`src/rtl/stopwatch_pkg.sv`:
```
// Shared types and widths for the stopwatch control slice.
// Used by stopwatch_ctrl, its interface and the bench.
package stopwatch_pkg;

   localparam int DIGIT_W = 4;
   localparam int DISP_W  = 2 * DIGIT_W;

   typedef enum logic [1:0] {
      ST_IDLE  = 2'd0,
      ST_RUN   = 2'd1,
      ST_PAUSE = 2'd2,
      ST_LAP   = 2'd3
   } state_t;

endpackage

```
`src/rtl/stopwatch_ctrl_if.sv`:
```
// Datapath-facing signals of the stopwatch controller.
// master = controller side, slave = counter/decoder side.
interface stopwatch_ctrl_if;
   import stopwatch_pkg::*;

   logic [DISP_W-1:0] count_bcd;
   logic [DISP_W-1:0] disp_bcd;
   logic              run;
   logic              tick;
   logic              clr;
   logic              lap_active;
   state_t            state;

   modport master (
      input  count_bcd,
      output disp_bcd, run, tick, clr, lap_active, state
   );

   modport slave (
      output count_bcd,
      input  disp_bcd, run, tick, clr, lap_active, state
   );

endinterface

```
`src/rtl/sw_debounce.sv`:
```
// Button conditioner: 2-flop synchronizer, stability counter and
// a one-cycle pulse on the rising edge of the accepted level.
module sw_debounce #(
   parameter int DEBOUNCE_CYC = 4
) (
   input  logic clk,
   input  logic reset,
   input  logic btn,
   output logic press
);

   localparam int CW = $clog2(DEBOUNCE_CYC + 1);
   localparam logic [CW-1:0] CNT_LAST = CW'(DEBOUNCE_CYC - 1);

   logic          sync_1;
   logic          sync_2;
   logic          level;
   logic          level_q;
   logic [CW-1:0] cnt;

   // cnt holds how many consecutive synchronized samples disagreed with level
   always_ff @(posedge clk or posedge reset) begin
      if (reset) begin
         sync_1  <= 1'b0;
         sync_2  <= 1'b0;
         level   <= 1'b0;
         level_q <= 1'b0;
         cnt     <= '0;
      end else begin
         sync_1  <= btn;
         sync_2  <= sync_1;
         level_q <= level;
         if (sync_2 == level) begin
            cnt <= '0;
         end else if (cnt == CNT_LAST) begin
            level <= sync_2;
            cnt   <= '0;
         end else begin
            cnt <= cnt + 1'b1;
         end
      end
   end

   assign press = level & ~level_q;

endmodule

```
`src/rtl/stopwatch_ctrl.sv`:
```
// Stopwatch start/pause/lap/clear controller with tick prescaler and display hold.
// Lap support is compiled in only when STOPWATCH_CTRL_LAP_EN is defined.
//
// state    | meaning
// ---------+---------------------------------------------
// ST_IDLE  | stopped and cleared, prescaler held at 0
// ST_RUN   | counting, display live
// ST_PAUSE | counting suspended, prescaler phase kept
// ST_LAP   | counting, display frozen on the hold register
module stopwatch_ctrl
   import stopwatch_pkg::*;
#(
   parameter int TICK_DIV     = 100,
   parameter int DEBOUNCE_CYC = 4
) (
   input  logic             clk,
   input  logic             reset,
   input  logic             btn_ss,
   input  logic             btn_lap,
   input  logic             btn_clr,
   stopwatch_ctrl_if.master bus
);

   localparam int PW = $clog2(TICK_DIV);
   localparam logic [PW-1:0] PRESC_LAST = PW'(TICK_DIV - 1);

   state_t          state_q;
   state_t          state_d;
   logic            ev_ss;
   logic            ev_lap;
   logic            ev_clr;
   logic            clr_d;
   logic            clr_q;
   logic            tick_q;
   logic            run;
   logic [PW-1:0]   presc;

   sw_debounce #(.DEBOUNCE_CYC(DEBOUNCE_CYC)) u_db_ss (
      .clk(clk), .reset(reset), .btn(btn_ss), .press(ev_ss)
   );

   sw_debounce #(.DEBOUNCE_CYC(DEBOUNCE_CYC)) u_db_clr (
      .clk(clk), .reset(reset), .btn(btn_clr), .press(ev_clr)
   );

`ifdef STOPWATCH_CTRL_LAP_EN
   logic              lap_active;
   logic [DISP_W-1:0] hold_q;

   sw_debounce #(.DEBOUNCE_CYC(DEBOUNCE_CYC)) u_db_lap (
      .clk(clk), .reset(reset), .btn(btn_lap), .press(ev_lap)
   );

   always_ff @(posedge clk or posedge reset) begin
      if (reset) begin
         hold_q <= '0;
      end else if (state_q == ST_RUN && state_d == ST_LAP) begin
         hold_q <= bus.count_bcd;
      end
   end

   assign lap_active   = (state_q == ST_LAP);
   assign bus.disp_bcd = lap_active ? hold_q : bus.count_bcd;
`else
   logic lap_active;

   // With lap disabled the button is sampled nowhere; the AND keeps it formally read.
   assign ev_lap       = btn_lap & 1'b0;
   assign lap_active   = 1'b0;
   assign bus.disp_bcd = bus.count_bcd;
`endif

   assign run = (state_q == ST_RUN) || (state_q == ST_LAP);

   // Events not valid in a state fall through, so lower-priority ones may still win
   always_comb begin
      state_d = state_q;
      clr_d   = 1'b0;
      case (state_q)
         ST_IDLE: begin
            if (ev_clr)     clr_d   = 1'b1;
            else if (ev_ss) state_d = ST_RUN;
         end
         ST_RUN: begin
            if (ev_ss)       state_d = ST_PAUSE;
            else if (ev_lap) state_d = ST_LAP;
         end
         ST_LAP: begin
            if (ev_ss)       state_d = ST_PAUSE;
            else if (ev_lap) state_d = ST_RUN;
         end
         ST_PAUSE: begin
            if (ev_clr) begin
               state_d = ST_IDLE;
               clr_d   = 1'b1;
            end else if (ev_ss) begin
               state_d = ST_RUN;
            end
         end
         default: state_d = ST_IDLE;
      endcase
   end

   always_ff @(posedge clk or posedge reset) begin
      if (reset) begin
         state_q <= ST_IDLE;
         clr_q   <= 1'b0;
         tick_q  <= 1'b0;
         presc   <= '0;
      end else begin
         state_q <= state_d;
         clr_q   <= clr_d;
         tick_q  <= run && (presc == PRESC_LAST);
         if (state_q == ST_IDLE || clr_d) begin
            presc <= '0;
         end else if (run) begin
            presc <= (presc == PRESC_LAST) ? '0 : presc + 1'b1;
         end
      end
   end

   assign bus.run        = run;
   assign bus.tick       = tick_q;
   assign bus.clr        = clr_q;
   assign bus.lap_active = lap_active;
   assign bus.state      = state_q;

endmodule

```
`src/flat_wrapper.sv`:
```
// flat-port wrapper written by rule: the top's interface ports become plain ports
module stopwatch_ctrl_flat import stopwatch_pkg::*;
#(
   parameter int TICK_DIV     = 100,
   parameter int DEBOUNCE_CYC = 4
)
  (clk, reset, btn_ss, btn_lap, btn_clr, bus_count_bcd, bus_disp_bcd, bus_run, bus_tick, bus_clr, bus_lap_active, bus_state);
  stopwatch_ctrl_if bus_i ();
  input  logic clk;
  input  logic reset;
  input  logic btn_ss;
  input  logic btn_lap;
  input  logic btn_clr;
  input wire logic [$bits(bus_i.count_bcd)-1:0] bus_count_bcd;
  output wire logic [$bits(bus_i.disp_bcd)-1:0] bus_disp_bcd;
  output wire logic [$bits(bus_i.run)-1:0] bus_run;
  output wire logic [$bits(bus_i.tick)-1:0] bus_tick;
  output wire logic [$bits(bus_i.clr)-1:0] bus_clr;
  output wire logic [$bits(bus_i.lap_active)-1:0] bus_lap_active;
  output wire logic [$bits(bus_i.state)-1:0] bus_state;
  assign bus_i.count_bcd = bus_count_bcd;
  assign bus_disp_bcd = bus_i.disp_bcd;
  assign bus_run = bus_i.run;
  assign bus_tick = bus_i.tick;
  assign bus_clr = bus_i.clr;
  assign bus_lap_active = bus_i.lap_active;
  assign bus_state = bus_i.state;
  stopwatch_ctrl #(.TICK_DIV(TICK_DIV), .DEBOUNCE_CYC(DEBOUNCE_CYC)) u_core (.clk(clk), .reset(reset), .btn_ss(btn_ss), .btn_lap(btn_lap), .btn_clr(btn_clr), .bus(bus_i));
endmodule
```
`config.mk`:
```
export PLATFORM = sky130hd
export DESIGN_NAME = stopwatch_ctrl_flat
export DESIGN_NICKNAME = d
export VERILOG_FILES = /design/src/rtl/stopwatch_pkg.sv /design/src/rtl/stopwatch_ctrl_if.sv /design/src/rtl/sw_debounce.sv /design/src/rtl/stopwatch_ctrl.sv /design/src/flat_wrapper.sv
export SDC_FILE = /design/constraint.sdc
export NUM_CORES = 1
export LEC_CHECK = 0
export ABC_AREA = 0
export CAP_MARGIN = 10
export CORE_MARGIN = 3
export CORE_UTILIZATION = 45
export DETAILED_ROUTE_END_ITERATION = 7
export GPL_TIMING_DRIVEN = 0
export PLACE_DENSITY = 0.74
export SKIP_CTS_REPAIR_TIMING = 1
export SYNTH_ARGS = -nofsm -noshare
export SYNTH_HDL_FRONTEND = slang
export SYNTH_SLANG_ARGS = --single-unit
```
`constraint.sdc`:
```
create_clock -name clk -period 3.1 [get_ports clk]
set_clock_uncertainty 0.05 [all_clocks]
set_input_delay 0.465 -clock clk [delete_from_list [all_inputs] [get_ports clk]]
set_output_delay 0.465 -clock clk [all_outputs]
set_load 0.01 [all_outputs]
```
# == Word-level counts from Yosys, hierarchy flattened ==
# Index checks and enable logic that the tools add are counted.
# word_totals
reg_bits,25
inputBits,13
output_inout_bits,14
# op_classes
n_reduce_logical,10
mux,14
add_sub_neg,3
eq_ne,10
bitwise_logic,6
# ops
op,count
$mux W7,3
$mux W3,4
$mux W2,4
$add A7 B1 Y7 const B,1
$eq A7 B7 Y1 const B,1
$add A3 B1 Y3 const B,2
$eq A3 B2 Y1 const B,2
$pmux W2 S3,1
$reduce_and A2 Y1,3
$eq A2 B2 Y1 const B,2
$not A1 Y1,4
$reduce_or A2 Y1,2
$and A1 B1 Y1,2
$eq A1 B1 Y1,2
$eq A2 B1 Y1 const B,1
$logic_not A2 Y1,1
$logic_or A1 B1 Y1,2
$mux W1,2
$ne A2 B1 Y1 const B,1
$ne A2 B2 Y1 const B,1
$reduce_bool A2 Y1,1
$logic_and A1 B1 Y1,1

# == Depth between registers and ports, before layout ==
# Gate-level depths: netlist (run 1).
# depth
word_depth,6
mapped_depth,4
depth_no_buf,4

# == Modules after synthesis ==
# From an unflattened synthesis (run 1), not the netlist that was laid out.
# unflattened
cells_unflattened,97
area_unflattened_um2,1138.6
# by_module_without_submodules
module,seq_area_each_um2,cells_each,n_inst,area_each_um2
stopwatch_ctrl,275.3,65,1,625.6
sw_debounce,175.2,16,2,256.5

# == Worst setup path after synthesis (run 1) ==
# OpenSTA, ideal clock, no wires.
# synth_path
path_kind,flip-flop to flip-flop
startpoint,register u_core.presc[0]
endpoint,register u_core.presc[1]
slack_ns,1.573
path_stages_with_launch,5
t_arrival_ns,1.355
path_buffers,0
synth_period_minus_slack_ns,1.527
path_cell_list,dfrtp_1 ha_1 nand2_1 or4_4 a32o_1
# synth_between
elab_chain_len,4
# synth_lines
element,line,rtl
start: declaration,stopwatch_ctrl.sv:36,logic [PW-1:0] presc;
start signal: assignment,stopwatch_ctrl.sv:117,presc <= (presc == PRESC_LAST) ? '0 : presc + 1'b1;
$add A7 B1 Y7 or $eq A7 B7 Y1 (tied branches),stopwatch_ctrl.sv:117,
$mux W7 *,stopwatch_ctrl.sv:117,
$mux W7 *,stopwatch_ctrl.sv:116,end else if (run) begin
$mux W7 *,stopwatch_ctrl.sv:114,if (state_q == ST_IDLE || clr_d) begin
# Every way passes the cells marked *; elsewhere a longest branch is shown, timed or not. The select of a mux whose other input is x is not followed.
# A chain may end at the register's enable or synchronous reset.

# == Final worst setup path (run 1) ==
# layout_path
startpoint,"register u_core.state_q[0], in the netlist u_core.bus.state[0]"
endpoint,output bus_run
# layout_between
elab_chain_len,2
# layout_lines
element,line,rtl
start: declaration,stopwatch_ctrl.sv:27,state_t state_q;
start signal: assignment,stopwatch_ctrl.sv:111,state_q <= state_d;
$eq A2 B1 Y1 or $eq A2 B2 Y1 (tied branches),stopwatch_ctrl.sv:73,assign run = (state_q == ST_RUN) || (state_q == ST_LAP);
$logic_or A1 B1 Y1 *,stopwatch_ctrl.sv:73,
end: declaration,flat_wrapper.sv:16,output wire logic [$bits(bus_i.run)-1:0] bus_run;
# Every way passes the cells marked *; elsewhere a longest branch is shown, timed or not.

==> flow_summary.toml, run 1 <==
[final_layout]
final_area_sq_um = 1330
antenna_cells = 0
regArea_sq_um = 625.6
drive_gt1_share_pct = 16.81
multi_input_area_sq_um = 391.6
syn_to_final_growth_pct = 20.39
fillers = 202
fin_cells = 141
nets = 130

[synthesis]
synth_fa_ha_area_share_pct = 3.398
ys.warnings.count = 0
synthXorXnorAreaFrac_pct = 3.964
synth_compound_area_share_pct = 9.626
synthDistinctLibCells = 31
synth_top_family_by_area = "simple AND/OR/NAND/NOR gates"
synthSimpleGateAreaFrac_pct = 16.08
synthCells = 93
synth_area_sq_um = 1105
avgSynthCellArea_sq_um = 11.88
synthMuxAreaShare_pct = 2.039
yosysSeqAreaShare_pct = 56.63
synth_nets = 109
ys_ff_latch = 25

[global_route]
grt_pass1_wl_um = 3091
grt_max_degree = 26
grt_overflow = 0
grt_pass1_vias = 762
globalRouteTotalUtil_pct = 12.40
antenna_found_initial = 0

[route]
dr_wl_met2_um = 917
first_pass_iters = 4
routed-wl-met3_um = 69
dr_total_vias = 718
drc_errors = 0
highest_layer = "met4"
antenna_left = 0
initialDrtViolationCount = 13
drt_wl_total_um = 1776
post_drt_via_cell_ratio = 5.092
post_drt_wl_per_cell_um = 12.60
wl_met1_um = 757

[clocking]
htree_levels = 1
cts.clk_slew.worst_paths_ns = 0.14
cts_buffers = 3
cts.path.max_buffers = 2
cts_tree = "yes"
cts_sinks = 25
clk_latency_ns = 0.31
root_buffer = "clkbuf_4"

[die]
num_rows = 17
dieHeight_um = 55.55
io_pins = 27
core_area_sq_um = 2276
die_x_um = 55.55
start_util_pct = 48.54
dieArea_sq_um = 3086

[sta]
period_minus_slack_ns = 2.052
slew-limit-headroom_pct = 40.20
min_period_over_period_pct = 66.19
finalSetupViolations = 0
rsz0062_at_grt = "no"
fmax_mhz = 487.4
drv_slew = 0
tns_ns = 0
tightest_slew_ns = 0.8961
hold_viol_final = 0

[pwr]
power.density_nw_per_um2 = 671.8
p_leak_nw = 0.5809
vdd_drop_max_uv = 467.0

[worst_setup_path]
cp_max_fo = 9
slowest_stage = "clkdlybuf4s50_1"
end_kind = "primary output"
start_kind = "flip-flop"
max_stage_delay_ns = 0.53
arrival_ns = 1.54
cp_cell_sequence = "buf_2 -> clkbuf_1 -> clkdlybuf4s50_1"
crit_type = "flip-flop to primary output"
critPathRequiredTime_ns = 2.58

[job]
maxCapViolCount = 0

[placement]
dp_hpwl_um = 1360
placed_cell_area_sq_um = 1300
place_inst = 137
portBuffers = 16
place_congestion = 0.7959

[status]
status = "finished clean"

[worst_hold_path]
min_path_type = "flip-flop to flip-flop"
critical path, delay by kind of cell (launching register included):
family   cells  cell delay, ns
flops        1            0.37
buf+inv      3            0.84
cell usage after synthesis (all sizes together):
cell type,count,share of area [%]
o211ai,1,0.68
buf,10,6.6
a22oi,1,0.68
nor2b,5,2.8
o2bb2ai,2,1.6
xor2,1,0.79
or4,2,1.7
and3,1,0.57
conb,1,0.34
nor3,2,0.91
clkbuf,2,0.68
and3b,1,0.79
inv,2,0.68
o41ai,1,1.5
and2,1,0.57
o21ai,6,2.7
nor2,2,0.68
ha,3,3.4
a22o,1,0.79
mux2,2,2.0
nand2,3,1.0
nor3b,3,2.0
a32oi,1,0.79
nand2b,2,1.8
nand3,7,3.2
a32o,1,0.91
dfrtp,25,57
xnor2,4,3.2
logic make-up (layout without fill, tap and decap cells):
kind of cell / Yosys count / in the layout
muxes: 2 / 2
xor gates and xnor gates: 5 / 5
adders and majority gates: 3 / 3
other: 1 / 1
and+or+nand+nor: 29 / 29
DFF: 25 / 25
buffers and inverters: 14 / 34
AOI/OAI and AO/OA: 14 / 14
final cells by class:
cell class,instances,share of cell area [%]
clock buffer,3,1.693
sequential,25,47.04
inverter,2,0.5644
multi-input combinational,54,29.44
clock inverter,1,0.5644
timing repair buffer,16,12.04
tap,28,2.634
buffer,12,6.021
power by group:
| part | internal (W) | switching, W |
|---|---|---|
| combinational | 0.000150 | 0.000142 |
| sequential | 0.000405 | 0.0000534 |
| clock | 0.0000491 | 0.0000940 |
stage by stage:
stage	power (W)	utilization (%)	hold WS (ns)	worst slack [ns]
after global placement	0.0007486	57.12	0.2846	1.402
after floorplan	0.0006534	-	0.2812	1.573
after global routing	0.0009654	58.44	0.3371	0.9576
after detailed placement	0.0007644	57.12	0.2880	1.397
after CTS	0.0009095	58.44	0.3245	1.031
final	0.0008935	58.44	0.3198	1.048
worst paths after layout:
| path | from | slack (ns) | depth (start not counted) | end |
|---|---|---|---|---|
| worst max-delay path | u_core.bus.state[0] | 1.05 | 3 | bus_run |
| worst min register to register | u_core.u_db_ss.sync_1 | 0.32 | 0 | u_core.u_db_ss.sync_2 |
| min in group asynchronous | reset | 0.59 | 2 | u_core.u_db_clr.sync_1 |
| max in group asynchronous | reset | 1.85 | 2 | u_core.u_db_ss.sync_1 |
| worst max register to register | u_core.presc[0] | 1.44 | 4 | u_core.presc[1] |
| worst min-delay path | u_core.u_db_ss.sync_1 | 0.32 | 0 | u_core.u_db_ss.sync_2 |
cell usage in the layout (no fill, tap or decap), drive strengths merged, types with 2 or more instances in the layout:
master | Yosys | routed
buf | 10 | 10
clkbuf | 2 | 5
clkdlybuf4s50 | 0 | 16
dfrtp | 25 | 25
ha | 3 | 3
inv | 2 | 2
mux2 | 2 | 2
nand2 | 3 | 3
nand2b | 2 | 2
nand3 | 7 | 7
nor2 | 2 | 2
nor2b | 5 | 5
nor3 | 2 | 2
nor3b | 3 | 3
o21ai | 6 | 6
o2bb2ai | 2 | 2
or4 | 2 | 2
xnor2 | 4 | 4
state kept, by name (all words and copies together), names as in the netlist:
signal	flops
u_core.bus.clr	1
u_core.u_db_ss.sync_1	1
u_core.bus.tick	1
u_core.u_db_ss.sync_2	1
u_core.u_db_clr.cnt	3
u_core.u_db_clr.level	1
u_core.u_db_clr.sync_1	1
u_core.u_db_ss.cnt	3
u_core.presc	7
u_core.u_db_clr.sync_2	1
u_core.bus.state	2
u_core.u_db_clr.level_q	1
u_core.u_db_ss.level	1
u_core.u_db_ss.level_q	1
metal layers:
| layer | track usage [%] | up-vias |
|---|---|---|
| li1 | - | 353 |
| met1 | 13.92 | 343 |
| met2 | 22.47 | 18 |
| met3 | 2.570 | 4 |
| met4 | 5.208 | 0 |
| met5 | 0 | - |
(Power assumes the default switching activity.)
==> inputs of run 2 (changes only) <==
Settings changed: CORE_UTILIZATION 45 to 43.
Clock period 3.1 ns to 1.8 ns, I/O delays scaled along.
==> run 2 against run 1 <==
  * Wire length rose by 2.3%
  * Non-clock buffer count did not move
  * Via count rose by 3.6%
  * Hold slack improved by 0.0018 ns
  * Die area rose by 4.1%
  * Register-to-register slack got worse by 1.3 ns
  * Cell count did not move
  * Sequential power rose by 73%
  * Flip-flop and latch count did not move
  * Setup slack got worse by 0.91 ns
  * Critical path depth rose by 1
  * Combinational power rose by 79%
  * Critical endpoint is now u_core.presc[1]
==> flow_summary.toml, run 2 (synthesis results as in run 1) <==
[global_route]
grt_overflow = 0
globalRouteTotalUtil_pct = 12.80
grt_pass1_vias = 741
antenna_found_initial = 0
grt_pass1_wl_um = 3215
grt_max_degree = 26

[pwr]
pwr-share-seq_pct = 51.0
power.internal_w = 0.001050
power.density_nw_per_um2 = 1162
p_switching_w = 0.0005026
vdd_drop_max_uv = 825.7
p_leak_nw = 0.5983
combPwrFrac_pct = 33.7
clockPowerShare_pct = 15.3
p_sw_share_pct = 32.38

[sta]
hold_slack_ns = 0.3216
rsz0062_at_grt = "no"
fmax_mhz = 600.8
hold_viol_final = 0
period_minus_slack_ns = 1.665
slew-limit-headroom_pct = 40.21
tightest_slew_ns = 0.8959
drv_slew = 0
finalSetupViolations = 0
min_period_over_period_pct = 92.47

[die]
start_util_pct = 47.65
dieArea_sq_um = 3214
die_x_um = 56.69
num_rows = 17
core_area_sq_um = 2318
dieHeight_um = 56.69
io_pins = 27

[final_layout]
drive_gt1_share_pct = 16.81
layout_commonest_cell = "dfrtp_1"
largest_reg_flops = 7
syn_to_final_growth_pct = 20.95
nets = 130
top_regs = "u_core.presc (7), u_core.u_db_clr.cnt (3), u_core.u_db_ss.cnt (3)"
fillers = 195
top_register = "u_core.presc"
multi_input_area_sq_um = 391.6
antenna_cells = 0
fin_cells = 141
regArea_sq_um = 625.6
layout_common_cells = "dfrtp_1 (25), clkdlybuf4s50_1 (15), buf_4 (9)"

[worst_hold_path]
min_path_cells = 0
min_path_type = "flip-flop to flip-flop"

[route]
dr_total_vias = 744
post_drt_via_cell_ratio = 5.277
drt_wl_total_um = 1816
initialDrtViolationCount = 14
antenna_left = 0
drc_errors = 0
first_pass_iters = 4
post_drt_wl_per_cell_um = 12.88

[clocking]
cts.path.max_buffers = 2
cts_tree = "yes"
cts.clk_slew.worst_paths_ns = 0.13
cts_sinks = 25
clk_latency_ns = 0.31
root_buffer = "clkbuf_4"
htree_levels = 1
cts_buffers = 3

[worst_setup_path]
r2r_cells = 4
start_kind = "flip-flop"
arrival_ns = 1.83
crit_type = "flip-flop to flip-flop"
critPathRequiredTime_ns = 1.97
end_kind = "flip-flop"
cp_max_fo = 6

[status]
status = "finished clean"

[placement]
place_congestion = 0.8054
dp_hpwl_um = 1367
place_inst = 137
portBuffers = 16

[job]
maxCapViolCount = 0
## run 2: cell types whose count changed in the layout (fill, tap and decap cells not counted)
| cell | previous run | this run |
|---|---|---|
| clkinvlp_4 | 1 | 0 |
| clkdlybuf4s50_1 | 16 | 15 |
| buf_6 | 0 | 1 |
| buf_2 | 1 | 0 |
| dlymetal6s2s_1 | 0 | 1 |
| clkinv_2 | 0 | 1 |
## run 2: layout make-up
class | count | share of cell area, %
buffer | 12 | 6.461
clock buffer | 3 | 1.685
clock inverter | 1 | 0.3745
inverter | 2 | 0.5618
multi-input combinational | 54 | 29.31
sequential | 25 | 46.82
tap | 28 | 2.622
timing repair buffer | 16 | 12.17
## run 2: path summary, 6_finish.rpt
| check | from | end | slack [ns] |
|---|---|---|---|
| setup / recovery | u_core.presc[0] | u_core.presc[1] | 0.14 |
| hold / removal | u_core.u_db_clr.sync_1 | u_core.u_db_clr.sync_2 | 0.32 |
| setup reg to reg | u_core.presc[0] | u_core.presc[1] | 0.14 |
| hold reg to reg | u_core.u_db_clr.sync_1 | u_core.u_db_clr.sync_2 | 0.32 |
| max in group asynchronous | reset | u_core.u_db_ss.level | 0.77 |
| min in group asynchronous | reset | u_core.bus.state[1] | 0.38 |
## run 2: power groups by stage
stage          Clock, W  Sequential (W)  Combinational (W)
4_1_cts        0.000252        0.000791           0.000525
3_3_place_gp          0        0.000792           0.000500
5_1_grt        0.000273        0.000816           0.000586
3_5_place_dp          0        0.000804           0.000522
2_1_floorplan         0        0.000794           0.000331
6_report       0.000237        0.000792           0.000523
## run 2: worst max-delay path: stages (launching register included)
cell	delay, ns
dfrtp_1	0.44
ha_1	0.24
nand2_1	0.13
or4_4	0.44
a32o_1	0.27
## run 2: metrics by stage
stage / utilization [%] / TNS (ns) / cell area [sq um] / power, W / setup WS, ns
2_1_floorplan: - / 0 / 1105 / 0.001125 / 0.2732
3_3_place_gp: 56.07 / 0 / 1300 / 0.001291 / 0.1848
3_5_place_dp: 56.07 / 0 / 1300 / 0.001327 / 0.1514
4_1_cts: 57.26 / -0.07241 / 1328 / 0.001568 / -0.07241
5_1_grt: 57.64 / 0 / 1336 / 0.001675 / 0.04947
6_report: 57.64 / 0 / 1336 / 0.001552 / 0.1355
## run 2: metal layers
layer / GRT usage [%] / wire, um / vias to the layer above / part of all wire (%)
met2: 21.62 / 931 / 35 / 51
met1: 14.87 / 693 / 349 / 38
met4: 6.102 / 48 / 0 / 2.6
met5: 0 / 0 / - / 0
li1: - / - / 353 / -
met3: 3.448 / 142 / 7 / 7.8
==> inputs of run 3 (changes only) <==
Settings changed: CORE_MARGIN 3 to default.
==> run 3 against run 2 <==
  * Cell count rose by 2.1%
  * Wire length fell by 5.6%
  * Die area fell by 14%
  * Via count fell by 0.40%
  * First-iteration DRC count fell by 7.1%
  * Hold slack got worse by 0.00084 ns
  * Cell area rose by 0.66%
  * Setup slack improved by 0.024 ns
  * Flip-flop and latch count did not move
  * Combinational power rose by 1%
  * Global-route usage rose by 2.6 points
  * Power rose by 0.39%
  * Largest cell class unchanged
==> flow_summary.toml, run 3 (synthesis results as in run 1) <==
[sta]
hold_viol_final = 0
tns_ns = 0
min_period_over_period_pct = 91.14
finalSetupViolations = 0
slew-limit-headroom_pct = 40.16
setup_slack_ns = 0.1595
rsz0062_at_grt = "no"
fmax_mhz = 609.6
period_minus_slack_ns = 1.641
drv_slew = 0
tightest_slew_ns = 0.8967

[worst_setup_path]
rr_endpoint = "u_core.presc[1]"
r2r-start = "u_core.presc[0]"
arrival_ns = 1.81
cp_max_fo = 6
end_kind = "flip-flop"
crit_type = "flip-flop to flip-flop"
crit_start = "u_core.presc[0]"
max_stage_delay_ns = 0.44
slowest_stage = "or4_4"
cp_num_buf_inv = 0
r2r_slack_ns = 0.16
critPathRequiredTime_ns = 1.96
cp_top_family = "simple AND/OR/NAND/NOR gates"
r2r_cells = 4
start_kind = "flip-flop"
cp_cell_sequence = "ha_1 -> nand2_1 -> or4_4 -> a32o_1"

[global_route]
grt_max_degree = 26
globalRouteTotalUtil_pct = 15.38
grt_util_met3_pct = 3.478
grt_pass1_wl_um = 3001
antenna_found_initial = 0
grt_use_met2_pct = 24.47
use_met1_pct = 19.18
grt_pass1_vias = 701
grt_overflow = 0
grt.busiest_layer = "met2"

[final_layout]
layout_commonest_cell = "dfrtp_1"
syn_to_final_growth_pct = 21.74
layout_common_cells = "dfrtp_1 (25), clkdlybuf4s50_1 (15), buf_4 (10)"
final_area_sq_um = 1345
antenna_cells = 0
nets = 131
fillers = 226
top_register = "u_core.presc"
drive_gt1_share_pct = 16.67
largest_reg_flops = 7
fin_cells = 144
top_regs = "u_core.presc (7), u_core.u_db_clr.cnt (3), u_core.u_db_ss.cnt (3)"

[die]
io_pins = 27
num_rows = 18
die_x_um = 52.69
dieArea_sq_um = 2776
core_area_sq_um = 2455
dieHeight_um = 52.69
start_util_pct = 45.01

[pwr]
p_sw_share_pct = 31.57
p_switching_w = 0.0004919
combPwrFrac_pct = 34.0
p_leak_nw = 0.6005
power.internal_w = 0.001066
finalPower_w = 0.001558
pwr-share-seq_pct = 50.7
vdd_drop_max_uv = 572.3
power.density_nw_per_um2 = 1158
clockPowerShare_pct = 15.4

[placement]
post-place-ws_ns = 0.1531
portBuffers = 16
placed_cell_area_sq_um = 1303
place_inst = 139
place_congestion = 0.8422

[worst_hold_path]
min_path_type = "flip-flop to flip-flop"
min_from = "u_core.u_db_clr.sync_1"
min_path_cells = 0
hold_end = "u_core.u_db_clr.sync_2"

[route]
drc_errors = 0
antenna_left = 0
first_pass_iters = 4
post_drt_via_cell_ratio = 5.146
post_drt_wl_per_cell_um = 11.91
dr_total_vias = 741
drt_wl_total_um = 1715
initialDrtViolationCount = 13

[clocking]
root_buffer = "clkbuf_4"
cts.clk_slew.worst_paths_ns = 0.13
cts.path.max_buffers = 2
cts_tree = "yes"
clk_latency_ns = 0.31
htree_levels = 1
cts_sinks = 25
cts_buffers = 3

[status]
status = "finished clean"

[job]
maxCapViolCount = 0
==> run 3: cell types whose count changed in the layout (fill, tap and decap cells not counted), sizes merged <==
cell,change
clkbuf,+1
buf,+1
clkinv,-1
==> run 3: stage by stage <==
stage / hold WS [ns] / util (%)
after floorplan: 0.2473 / -
after global placement: 0.2825 / 53.06
after detailed placement: 0.2919 / 53.06
after CTS: 0.3142 / 54.13
after global routing: 0.3234 / 54.79
final: 0.3207 / 54.79
==> run 3: power groups by stage <==
stage | clock network (W) | logic (W) | registers (W)
2_1_floorplan | 0 | 0.000331 | 0.000794
3_3_place_gp | 0 | 0.000491 | 0.000797
3_5_place_dp | 0 | 0.000512 | 0.000801
4_1_cts | 0.000258 | 0.000515 | 0.000789
5_1_grt | 0.000276 | 0.000599 | 0.000809
6_report | 0.000239 | 0.000529 | 0.000790
==> run 3: how the worst max path moves through the flow <==
stage	cells after the start	end	slack (ns)
3_3_place_gp	4	u_core.presc[1]	0.17
2_1_floorplan	4	u_core.presc[1]	0.27
6_report	4	u_core.presc[1]	0.16
4_1_cts	3	bus_run	-0.07
5_1_grt	4	u_core.presc[6]	0.08
3_5_place_dp	4	u_core.presc[1]	0.15
==> run 3: final cells by class <==
type	instances	area (sq um)	share of cell area, %
clock buffers	4	26.28	1.953
repair buffers	17	170.2	12.65
well taps	30	37.54	2.791
inverters	2	7.507	0.5581
flip-flops and latches	25	625.6	46.51
multi-input cells	54	391.6	29.12
plain buffers	12	86.33	6.419
==> run 3: metal layers <==
| layer | wire (um) | up-vias |
|---|---|---|
| met2 | 826 | 21 |
| met1 | 789 | 359 |
| met3 | 83 | 2 |
| li1 | - | 359 |
| met5 | 0 | - |
| met4 | 15 | 0 |
